$ cat src/rtl/redmule_mx_beat_packer.sv
`timescale 1ns/1ps
// redmule_mx_beat_packer
// Packs MX groups (NUM_LANES elements + one shared exponent) coming from the
// MX encoder into full DATA_W beats for the memory streamer. A group flagged
// last closes the beat early; unused slots of a partial beat read as zero.
//
// Ports
//   clk_i, rst_i     clock, asynchronous active-high reset
//   mx_valid_i/mx_ready_o, mx_data_i, mx_exp_i, mx_last_i   input group stream
//   out_valid_o/out_ready_i, out_data_o, out_exp_o,
//   out_count_o, out_last_o                                packed beat stream
//
// Two storage stages: a fill buffer being assembled and an output register.
// While the output register is stalled, the fill buffer can still complete
// a beat, so up to 2*GROUPS groups are held before mx_ready_o drops.
module redmule_mx_beat_packer #(
  parameter int unsigned DATA_W    = 256,
  parameter int unsigned ELEM_W    = 8,
  parameter int unsigned NUM_LANES = 4,
  parameter int unsigned EXP_W     = 8,
  localparam int unsigned GRP_W    = NUM_LANES * ELEM_W,
  localparam int unsigned GROUPS   = DATA_W / GRP_W,
  localparam int unsigned CNT_W    = $clog2(GROUPS + 1)
) (
  input  logic                    clk_i,
  input  logic                    rst_i,
  input  logic                    mx_valid_i,
  output logic                    mx_ready_o,
  input  logic [GRP_W-1:0]        mx_data_i,
  input  logic [EXP_W-1:0]        mx_exp_i,
  input  logic                    mx_last_i,
  output logic                    out_valid_o,
  input  logic                    out_ready_i,
  output logic [DATA_W-1:0]       out_data_o,
  output logic [GROUPS*EXP_W-1:0] out_exp_o,
  output logic [CNT_W-1:0]        out_count_o,
  output logic                    out_last_o
);

  localparam int unsigned SLOT_W = (GROUPS > 1) ? $clog2(GROUPS) : 1;

  if ((DATA_W % GRP_W) != 0 || GROUPS < 1) begin : g_bad_cfg
    $error("redmule_mx_beat_packer: DATA_W must be a nonzero multiple of NUM_LANES*ELEM_W");
  end

  logic [DATA_W-1:0]       fill_data_q, fill_data_d;
  logic [GROUPS*EXP_W-1:0] fill_exp_q,  fill_exp_d;
  logic [CNT_W-1:0]        fill_cnt_q,  fill_cnt_d;
  logic                    fill_last_q, fill_last_d;
  logic                    fill_done_q, fill_done_d;

  logic                    out_free;
  logic                    mv;
  logic                    acc;
  logic [SLOT_W-1:0]       slot;

  // out_free is the only path from out_ready_i to mx_ready_o
  assign out_free   = !out_valid_o | out_ready_i;
  assign mv         = fill_done_q & out_free;
  assign mx_ready_o = !fill_done_q | out_free;
  assign acc        = mx_valid_i & mx_ready_o;

  always_comb begin
    fill_data_d = fill_data_q;
    fill_exp_d  = fill_exp_q;
    fill_cnt_d  = fill_cnt_q;
    fill_last_d = fill_last_q;
    fill_done_d = fill_done_q;
    slot        = '0;

    // A move empties the fill buffer first, so a group accepted in the same
    // cycle starts the next beat at slot 0.
    if (mv) begin
      fill_data_d = '0;
      fill_exp_d  = '0;
      fill_cnt_d  = '0;
      fill_last_d = 1'b0;
      fill_done_d = 1'b0;
    end

    if (acc) begin
      slot = fill_cnt_d[SLOT_W-1:0];
      fill_data_d[slot*GRP_W +: GRP_W] = mx_data_i;
      fill_exp_d[slot*EXP_W +: EXP_W]  = mx_exp_i;
      fill_cnt_d  = fill_cnt_d + CNT_W'(1);
      fill_last_d = mx_last_i;
      fill_done_d = mx_last_i | (fill_cnt_d == CNT_W'(GROUPS));
    end
  end

  always_ff @(posedge clk_i or posedge rst_i) begin
    if (rst_i) begin
      fill_data_q <= '0;
      fill_exp_q  <= '0;
      fill_cnt_q  <= '0;
      fill_last_q <= 1'b0;
      fill_done_q <= 1'b0;
    end else begin
      fill_data_q <= fill_data_d;
      fill_exp_q  <= fill_exp_d;
      fill_cnt_q  <= fill_cnt_d;
      fill_last_q <= fill_last_d;
      fill_done_q <= fill_done_d;
    end
  end

  // Contents are only reloaded on a move, which keeps out_* frozen while
  // the consumer stalls.
  always_ff @(posedge clk_i or posedge rst_i) begin
    if (rst_i) begin
      out_valid_o <= 1'b0;
      out_data_o  <= '0;
      out_exp_o   <= '0;
      out_count_o <= '0;
      out_last_o  <= 1'b0;
    end else if (mv) begin
      out_valid_o <= 1'b1;
      out_data_o  <= fill_data_q;
      out_exp_o   <= fill_exp_q;
      out_count_o <= fill_cnt_q;
      out_last_o  <= fill_last_q;
    end else if (out_ready_i) begin
      out_valid_o <= 1'b0;
    end
  end

endmodule

$ cat config.mk
export PLATFORM = sky130hd
export DESIGN_NAME = redmule_mx_beat_packer
export DESIGN_NICKNAME = d
export VERILOG_FILES = /design/src/rtl/redmule_mx_beat_packer.sv
export SDC_FILE = /design/constraint.sdc
export NUM_CORES = 1
export LEC_CHECK = 0
export CAP_MARGIN = 5
export CORE_ASPECT_RATIO = 0.75
export CORE_MARGIN = 3
export CORE_UTILIZATION = 50
export DETAILED_ROUTE_END_ITERATION = 10
export PLACE_DENSITY = 0.74
export SLEW_MARGIN = 20
export SYNTH_ARGS = -nofsm -noshare
export SYNTH_HDL_FRONTEND = slang
export SYNTH_SLANG_ARGS = --single-unit
export TNS_END_PERCENT = 30
$ cat constraint.sdc
create_clock -name clk_i -period 33 [get_ports clk_i]
set_input_delay 6.6 -clock clk_i [delete_from_list [all_inputs] [get_ports clk_i]]
set_output_delay 6.6 -clock clk_i [all_outputs]
set_load 0.02 [all_outputs]
==> results.toml, run 1 <==
[clock_network]
clk_pin_slew_ps = 60
ctsLongestPathBuffers = 3
cts.sinks = 652
cts.repair.resized = 0
clockRootBuffer = "clkbuf_16"
worst_skew_pair.late_latency_ps = 620
post-cts-setup-buffers = 0
cts_tree = "done"
cts_buffers = 61
hold_buffers = 0
cts_max_level = 2

[routing]
post_drt_wl_per_cell_um = 20.13
drc = 0
wl_um = 76480
dr.pass1.iters = 6
via_per_inst = 5.428
final_antenna_net_count = 0
vias = 20626
drtIter0Drc = 2302

[critical_path]
r2r-start = "out_valid_o"
path_delay_family = "buffers and inverters"
startpoint = "out_ready_i"
crit_type = "primary input to output pin"
crit_path_start_kind = "primary input"
slowest_delay_ps = 640
path_cells = "clkdlybuf4s50_1 -> nand3b_1 -> clkdlybuf4s50_1"
cp-end-kind = "output pin"
cp_max_fo = 5
worstPathArrival_ps = 7880
crit_slowest_cell = "clkdlybuf4s50_1"
crit_buf_inv = 2
crit_path_frequent_cell = "clkdlybuf4s50_1"
required_ps = 26400

[synthesis]
yosysTopAreaCell = "dfrtp_1"
syn_inst = 2867
ys.flop_type = "dfrtp_1"
syn_area_mm2 = 0.02581
ys_seq_elements = 652
synth.distinct_cells = 32
yosysMostFrequentCell = "nand2_1"
ys_seq_area_share_pct = 63.22
ys_top_cells_by_count = "1383 x nand2_1, 652 x dfrtp_1, 201 x nand3_1"
ys.warnings.count = 0
synth_top_area_share_pct = 63.22
syn_area_per_cell_um2 = 9.002
synth.area.top_cells = "dfrtp_1 63%, nand2_1 20%, nand3_1 3.9%"
synth_edf_count = 0
async_flop_share_pct = 100.0
synth.net_count = 2916

[sta]
worst_pin_slew_ps = 1097
hold_viol_final = 0
slew_headroom_pct = 26.89
tns_ps = 0
period_share_pct = 43.87
layout_setup_ws_ps = 18520
fin_skew_ps = 15.13
slew_viol_final = 0
setup_viol = 0
fmax_mhz = 69.08
rsz0062_at_grt = "no"
fin_crit_ps = 14480

[power]
p_sw_uw = 663.4
ir_drop_uv = 42.54
swShare_pct = 30.90
p_leak_nw = 15.49
p_seq_share_pct = 46.1
powerDensity_mw_per_mm2 = 67.74
p_int_mw = 1.484
clockPowerShare_pct = 33.4
p_comb_share_pct = 20.4

[floorplan]
die_x_um = 268.3
die_area_mm2 = 0.05441
ios = 372
coreArea_mm2 = 0.05055
rows = 71
dieHeight_um = 202.8
initial_core_util_pct = 51.06

[grt]
grt_util_all_layers_pct = 28.29
grt_pass1_vias = 20155
grt_max_degree = 240
grt_first_pass_wirelength_um = 118000
antenna_found_initial = 1
grt-ovfl-total = 0

[worst_hold_path]
hp-class = "register to register"
hold_start = "fill_data_q[148]"

[placed_design]
dpl_worst_slack_ps = 18540
place_congestion = 0.8225
port_buffers = 371
hpwlAfterDp_um = 47630

[final_layout]
fin_nets = 3143
layout-drive-gt1-share_pct = 4.550
utilization_pct = 62.70
diodes = 0
syn_to_final_growth_pct = 22.80
n_fill_cell = 4001

[status]
outcome = "completed"

[job]
maxCapViolCount = 0
worst reg2reg max path, delay by kind of cell (launching register included):
| kind | cells | cell delay [ps] |
|---|---|---|
| buffers and inverters | 1 | 650 |
| DFF | 1 | 370 |
| AOI/OAI and AO/OA | 1 | 150 |
| adders and majority gates | 2 | 530 |
| and+or+nand+nor | 6 | 2750 |
power by group through the flow:
stage	Clock, mW	Combinational (mW)	Sequential (mW)
2_1_floorplan	0	0.180	1.05
4_1_cts	0.728	0.438	0.990
3_3_place_gp	0	0.424	0.998
6_report	0.718	0.438	0.991
3_5_place_dp	0	0.436	1.00
5_1_grt	0.762	0.476	1.00
area by class of cell:
cell class	count	area (um^2)	share of cell area, %
inverters	44	172.7	0.5448
well taps	657	822.0	2.594
clock inverters	24	230.2	0.7264
flip-flops and latches	652	16320	51.49
repair buffers	395	3970	12.53
multi-input cells	1940	8358	26.37
clock buffers	88	1821	5.744
layout by cell type, fill, tap and decap left out, types with 2 or more instances in the layout:
master	n
clkdlybuf4s50_1	371
buf_6	3
mux2i_1	40
nor3_4	3
nand2_1	1382
nand3_1	201
o21ai_1	34
buf_12	2
clkbuf_16	63
dfrtp_1	651
nor2_1	2
ha_1	4
nor2_4	3
a21oi_1	76
clkbuf_8	15
clkinv_2	17
o21ai_0	172
buf_16	2
bufinv_16	4
inv_1	43
clkbuf_1	10
nand2b_1	3
buf_4	17
nand3b_1	2
metal layers:
metal	up-vias	GRT usage, %	share of wire [%]
li1	9458	-	-
met1	10149	39.28	41
met2	840	43.63	46
met3	177	7.209	9.3
met4	2	9.969	3.8
met5	-	0	0.018
path summary, 6_finish.rpt:
path,end,slack (ps),cells after the start
max,mx_ready_o,18520,3
min reg2reg,out_data_o[148],460,2
max in group asynchronous,out_data_o[248],24280,4
min in group asynchronous,out_data_o[176],6490,2
min,out_data_o[148],460,2
max reg2reg,fill_data_q[68],28450,10
sequential cells by signal, indices dropped and copies added (netlist names), 4 cells and up:
register and count:
out_exp_o 64, fill_exp_q 64, fill_cnt_q 4, fill_data_q 256, out_data_o 256, out_count_o 4
per-stage QoR:
stage,cell area [um^2],power (mW),instances,hold WS [ps]
2_1_floorplan,25810,1.229,2867,438.4
3_3_place_gp,29580,1.422,3686,446.6
3_5_place_dp,29580,1.439,3686,448.2
4_1_cts,31630,2.156,3798,459.7
5_1_grt,31690,2.241,3800,483.0
6_report,31690,2.147,3800,459.3
kinds of logic after synthesis:
family                     share of synthesized area, %
and+or+nand+nor                                   24.62
buffers and inverters                             4.630
DFF                                               63.22
muxes                                             1.551
adders and majority gates                        0.1939
AOI/OAI and AO/OA                                 5.755
xor gates and xnor gates                        0.03394
Note: power is estimated with default switching activity, not from simulation.
==> inputs of run 2 (changes only) <==
==> constraint.sdc (replaced) <==
create_clock -name clk_i -period 14.4 [get_ports clk_i]
set_input_delay 2.88 -clock clk_i [delete_from_list [all_inputs] [get_ports clk_i]]
set_output_delay 2.88 -clock clk_i [all_outputs]
set_load 0.02 [all_outputs]
==> results.toml, run 2 (same netlist as run 1, synthesis figures left out) <==
[status]
outcome = "completed"

[routing]
post_drt_wl_per_cell_um = 19.99
final_antenna_net_count = 0
dr.pass1.iters = 6
wl_um = 75810
via_per_inst = 5.417
drtIter0Drc = 2282
drc = 0
vias = 20548

[power]
clockPowerShare_pct = 33.0
p_sw_mw = 1.500
swShare_pct = 30.75
p_comb_share_pct = 20.4
p_int_mw = 3.378
p_leak_nw = 15.42
p_seq_share_pct = 46.6
powerDensity_mw_per_mm2 = 154.3
ir_drop_uv = 104.9

[critical_path]
crit_type = "primary input to output pin"
cp-end-kind = "output pin"
crit_path_start_kind = "primary input"
cp_max_fo = 5
worstPathArrival_ps = 4190
required_ps = 11520

[grt]
grt_pass1_vias = 19528
grt_util_all_layers_pct = 27.69
grt_first_pass_wirelength_um = 115100
antenna_found_initial = 1
grt_max_degree = 239
grt-ovfl-total = 0

[sta]
fin_crit_ps = 7073
rsz0062_at_grt = "no"
tns_ps = 0
layout_setup_ws_ps = 7327
hold_viol_final = 0
fmax_mhz = 141.4
slew_headroom_pct = 23.15
worst_pin_slew_ps = 1153
slew_viol_final = 0
period_share_pct = 49.12
setup_viol = 0
fin_skew_ps = 19.87

[job]
maxCapViolCount = 0

[final_layout]
reg_top3 = "fill_data_q: 256 flops, out_data_o: 256 flops"
syn_to_final_growth_pct = 22.44
finalInstanceArea_mm2 = 0.03160
layout_common_cells = "1382 x nand2_1, 651 x dfrtp_1, 371 x clkdlybuf4s50_1"
diodes = 0
utilization_pct = 62.52
final_cells = 3793
fin_nets = 3140
layout-drive-gt1-share_pct = 4.241
final_common_cell = "nand2_1"
n_fill_cell = 4080

[clock_network]
cts.sinks = 652
worst_skew_pair.late_latency_ps = 610
clockRootBuffer = "clkbuf_16"
hold_buffers = 0
clk_pin_slew_ps = 60
cts_tree = "done"
cts.repair.resized = 0
ctsLongestPathBuffers = 3
cts_max_level = 2
cts_buffers = 60
post-cts-setup-buffers = 0

[floorplan]
die_x_um = 268.3
dieHeight_um = 202.8
die_area_mm2 = 0.05441
initial_core_util_pct = 51.06
coreArea_mm2 = 0.05055
rows = 71
ios = 372

[placed_design]
place_congestion = 0.8231
placed_area_mm2 = 0.02959
port_buffers = 371
placedCellCount = 3685
dpl_worst_slack_ps = 7192
hpwlAfterDp_um = 47050

[worst_hold_path]
hp-class = "register to register"
==> run 2: cell count changes in the layout (fill, tap and decap cells not counted), moves of 3 or more <==
cell | before | now
clkinv_2 | 17 | 8
clkbuf_8 | 15 | 19
buf_12 | 2 | 5
buf_6 | 3 | 0
clkbuf_1 | 10 | 13
==> run 2: per-layer routing <==
metal  wire (um)  track usage [%]  vias up  part of all wire (%)
met2       35270            43.30      857                    47
met3        6818            6.324      135                   9.0
met1       31420            38.74    10105                    41
met4        2302            8.924        0                   3.0
li1            -                -     9451                     -
met5           0                0        -                     0
==> run 2: final timing paths <==
check                                 startpoint               end  slack, ps  cells past startpoint
worst max register to register       out_valid_o  fill_data_q[202]      10150                      9
worst max-delay path                 out_ready_i        mx_ready_o       7330                      3
max in group asynchronous                  rst_i     fill_cnt_q[0]       8810                      5
worst min-delay path            fill_data_q[111]   out_data_o[111]        460                      2
worst min register to register  fill_data_q[111]   out_data_o[111]        460                      2
min in group asynchronous                  rst_i   fill_data_q[51]       2580                      2
==> run 2: power by group through the flow <==
stage / logic [mW] / registers, mW / clock network, mW
after global placement: 0.970 / 2.29 / 0
after global routing: 1.08 / 2.30 / 1.71
after CTS: 1.00 / 2.27 / 1.64
final: 0.997 / 2.27 / 1.61
after detailed placement: 0.994 / 2.30 / 0
after floorplan: 0.413 / 2.40 / 0
==> run 2: worst max-delay path, cell delays in order <==
cell,delay [ps]
clkdlybuf4s50_1,480
nand3b_1,200
clkdlybuf4s50_1,640
==> run 2: per-stage QoR <==
stage / power [mW] / hold slack [ps]
6_report: 4.877 / 462.2
3_5_place_dp: 3.294 / 450.1
5_1_grt: 5.083 / 477.9
2_1_floorplan: 2.818 / 438.4
3_3_place_gp: 3.259 / 446.2
4_1_cts: 4.904 / 457.6
==> run 2: cell type report <==
type,count,area (um^2),share of cell area (%)
clock buffers,93,1837,5.812
clock inverters,14,153.9,0.4870
inverters,44,168.9,0.5345
multi-input cells,1940,8358,26.45
flip-flops and latches,652,16320,51.64
well taps,657,822.0,2.601
repair buffers,393,3941,12.47
==> inputs of run 3 (changes only) <==
--- a/config.mk
+++ b/config.mk
@@ -8,9 +8,9 @@
 export CAP_MARGIN = 5
 export CORE_ASPECT_RATIO = 0.75
 export CORE_MARGIN = 3
-export CORE_UTILIZATION = 50
+export CORE_UTILIZATION = 49
 export DETAILED_ROUTE_END_ITERATION = 10
-export PLACE_DENSITY = 0.74
+export PLACE_DENSITY = 0.76
 export SLEW_MARGIN = 20
 export SYNTH_ARGS = -nofsm -noshare
 export SYNTH_HDL_FRONTEND = slang
==> constraint.sdc (replaced) <==
create_clock -name clk_i -period 5.8 [get_ports clk_i]
set_input_delay 1.16 -clock clk_i [delete_from_list [all_inputs] [get_ports clk_i]]
set_output_delay 1.16 -clock clk_i [all_outputs]
set_load 0.02 [all_outputs]
==> results.toml, run 3 (same netlist as run 1, synthesis figures left out) <==
[critical_path]
path_delay_family = "simple AND/OR/NAND/NOR gates"
crit_path_start_kind = "primary input"
cp-end-kind = "register"
rr_endpoint = "fill_data_q[220]"
worstPathArrival_ps = 4360
r2r-start = "out_valid_o"
required_ps = 6230
crit_type = "primary input to register"
r2r_setup_slack_ps = 2560
slowest_delay_ps = 660
crit_path_frequent_cell = "ha_1"
reg2regPathDepth = 9
cp_max_fo = 80
crit_buf_inv = 2
crit_slowest_cell = "buf_4"
path_cells = "clkdlybuf4s50_1 -> nand2b_1 -> nand2_4 -> nand2_1 -> ha_1 -> ha_1 -> or4b_4 -> nor3_4 -> buf_4 -> o21ai_0"

[routing]
wl_um = 76840
dr.pass1.iters = 6
post_drt_wl_per_cell_um = 19.97
via_per_inst = 5.388
final_antenna_net_count = 0
vias = 20733
drtIter0Drc = 2361
drc = 0

[placed_design]
place_congestion = 0.8168
port_buffers = 371
placed_area_mm2 = 0.02978
hpwlAfterDp_um = 47890

[sta]
period_share_pct = 67.83
worst_pin_slew_ps = 1089
setup_viol = 0
slew_viol_final = 0
slew_headroom_pct = 27.39
rsz0062_at_grt = "no"
fin_crit_ps = 3934
fmax_mhz = 254.2
hold_viol_final = 0
fin_skew_ps = 18.72

[worst_hold_path]
worstHoldPathCells = 2
hp-class = "register to register"
hold_start = "fill_data_q[127]"
hold_end = "out_data_o[127]"

[final_layout]
syn_to_final_growth_pct = 23.35
fin_nets = 3151
finalInstanceArea_mm2 = 0.03184
reg_top3 = "fill_data_q: 256 flops, out_data_o: 256 flops"
final_common_cell = "nand2_1"
layout-drive-gt1-share_pct = 4.610
layout_common_cells = "1382 x nand2_1, 651 x dfrtp_1, 371 x clkdlybuf4s50_1"
diodes = 0

[status]
outcome = "completed"

[clock_network]
clockRootBuffer = "clkbuf_16"
cts_buffers = 60
cts.sinks = 652
cts_tree = "done"
post-cts-setup-buffers = 0
worst_skew_pair.late_latency_ps = 610
cts_max_level = 2
clk_pin_slew_ps = 60
hold_buffers = 0
cts.repair.resized = 0
ctsLongestPathBuffers = 3

[floorplan]
die_x_um = 271.0
dieHeight_um = 204.8
initial_core_util_pct = 49.82
coreArea_mm2 = 0.05180
rows = 72
die_area_mm2 = 0.05549
ios = 372

[job]
maxCapViolCount = 0

[grt]
antenna_found_initial = 1
grt_first_pass_wirelength_um = 118300
grt_util_all_layers_pct = 27.50
grt_max_degree = 234
grt-ovfl-total = 0
grt_pass1_vias = 20183

[power]
powerDensity_mw_per_mm2 = 384.6
p_total_mw = 12.24
p_leak_nw = 15.52
ir_drop_uv = 236.7
-- run 3: layer usage --
layer  wire, um  global-route usage [%]  vias to the layer above  part of all wire (%)
met2      35370                   42.73                      883                    46
met5          0                       0                        -                     0
met3       7360                   7.283                      161                   9.6
met1      31590                   37.89                    10219                    41
met4       2522                   9.184                        0                   3.3
li1           -                       -                     9470                     -
-- run 3: worst min-delay path, stage by stage, from the launching register on --
cell     delay [ps]
dfrtp_1         340
nand2_1          50
nand2_1          50
-- run 3: final cells by class --
cell class / instances / area, um^2
clock inverters: 18 / 242.7
flip-flops and latches: 652 / 16320
multi-input cells: 1940 / 8358
clock buffers: 87 / 1784
inverters: 44 / 168.9
repair buffers: 404 / 4085
fillers: 4232 / 19960
well taps: 703 / 879.6
-- run 3: worst max-delay path by stage --
stage | start | end | slack [ps] | cells past startpoint
finish | out_ready_i | fill_data_q[220] | 1870 | 10
global placement | out_ready_i | fill_data_q[217] | 1460 | 10
floorplan | rst_i | fill_cnt_q[0] | -4270 | 1
CTS | out_ready_i | fill_data_q[220] | 1940 | 11
global route | out_ready_i | fill_data_q[210] | 1720 | 11
detailed placement | out_ready_i | fill_data_q[220] | 1310 | 10
-- run 3: power by group --
part	internal, mW	switching (mW)
Sequential	5.18	0.420
Clock	2.38	1.70
Combinational	0.922	1.63
-- run 3: through the flow --
step           hold slack [ps]  worst slack [ps]  cells  util [%]  TNS [ps]
2_1_floorplan            438.4             -4271   2867         -  -2784420
3_3_place_gp             446.7              1464   3742     57.49         0
3_5_place_dp             449.8              1311   3742     57.49         0
4_1_cts                  462.3              1939   3847     61.40         0
5_1_grt                  481.4              1717   3848     61.46         0
6_report                 462.4              1866   3848     61.46         0
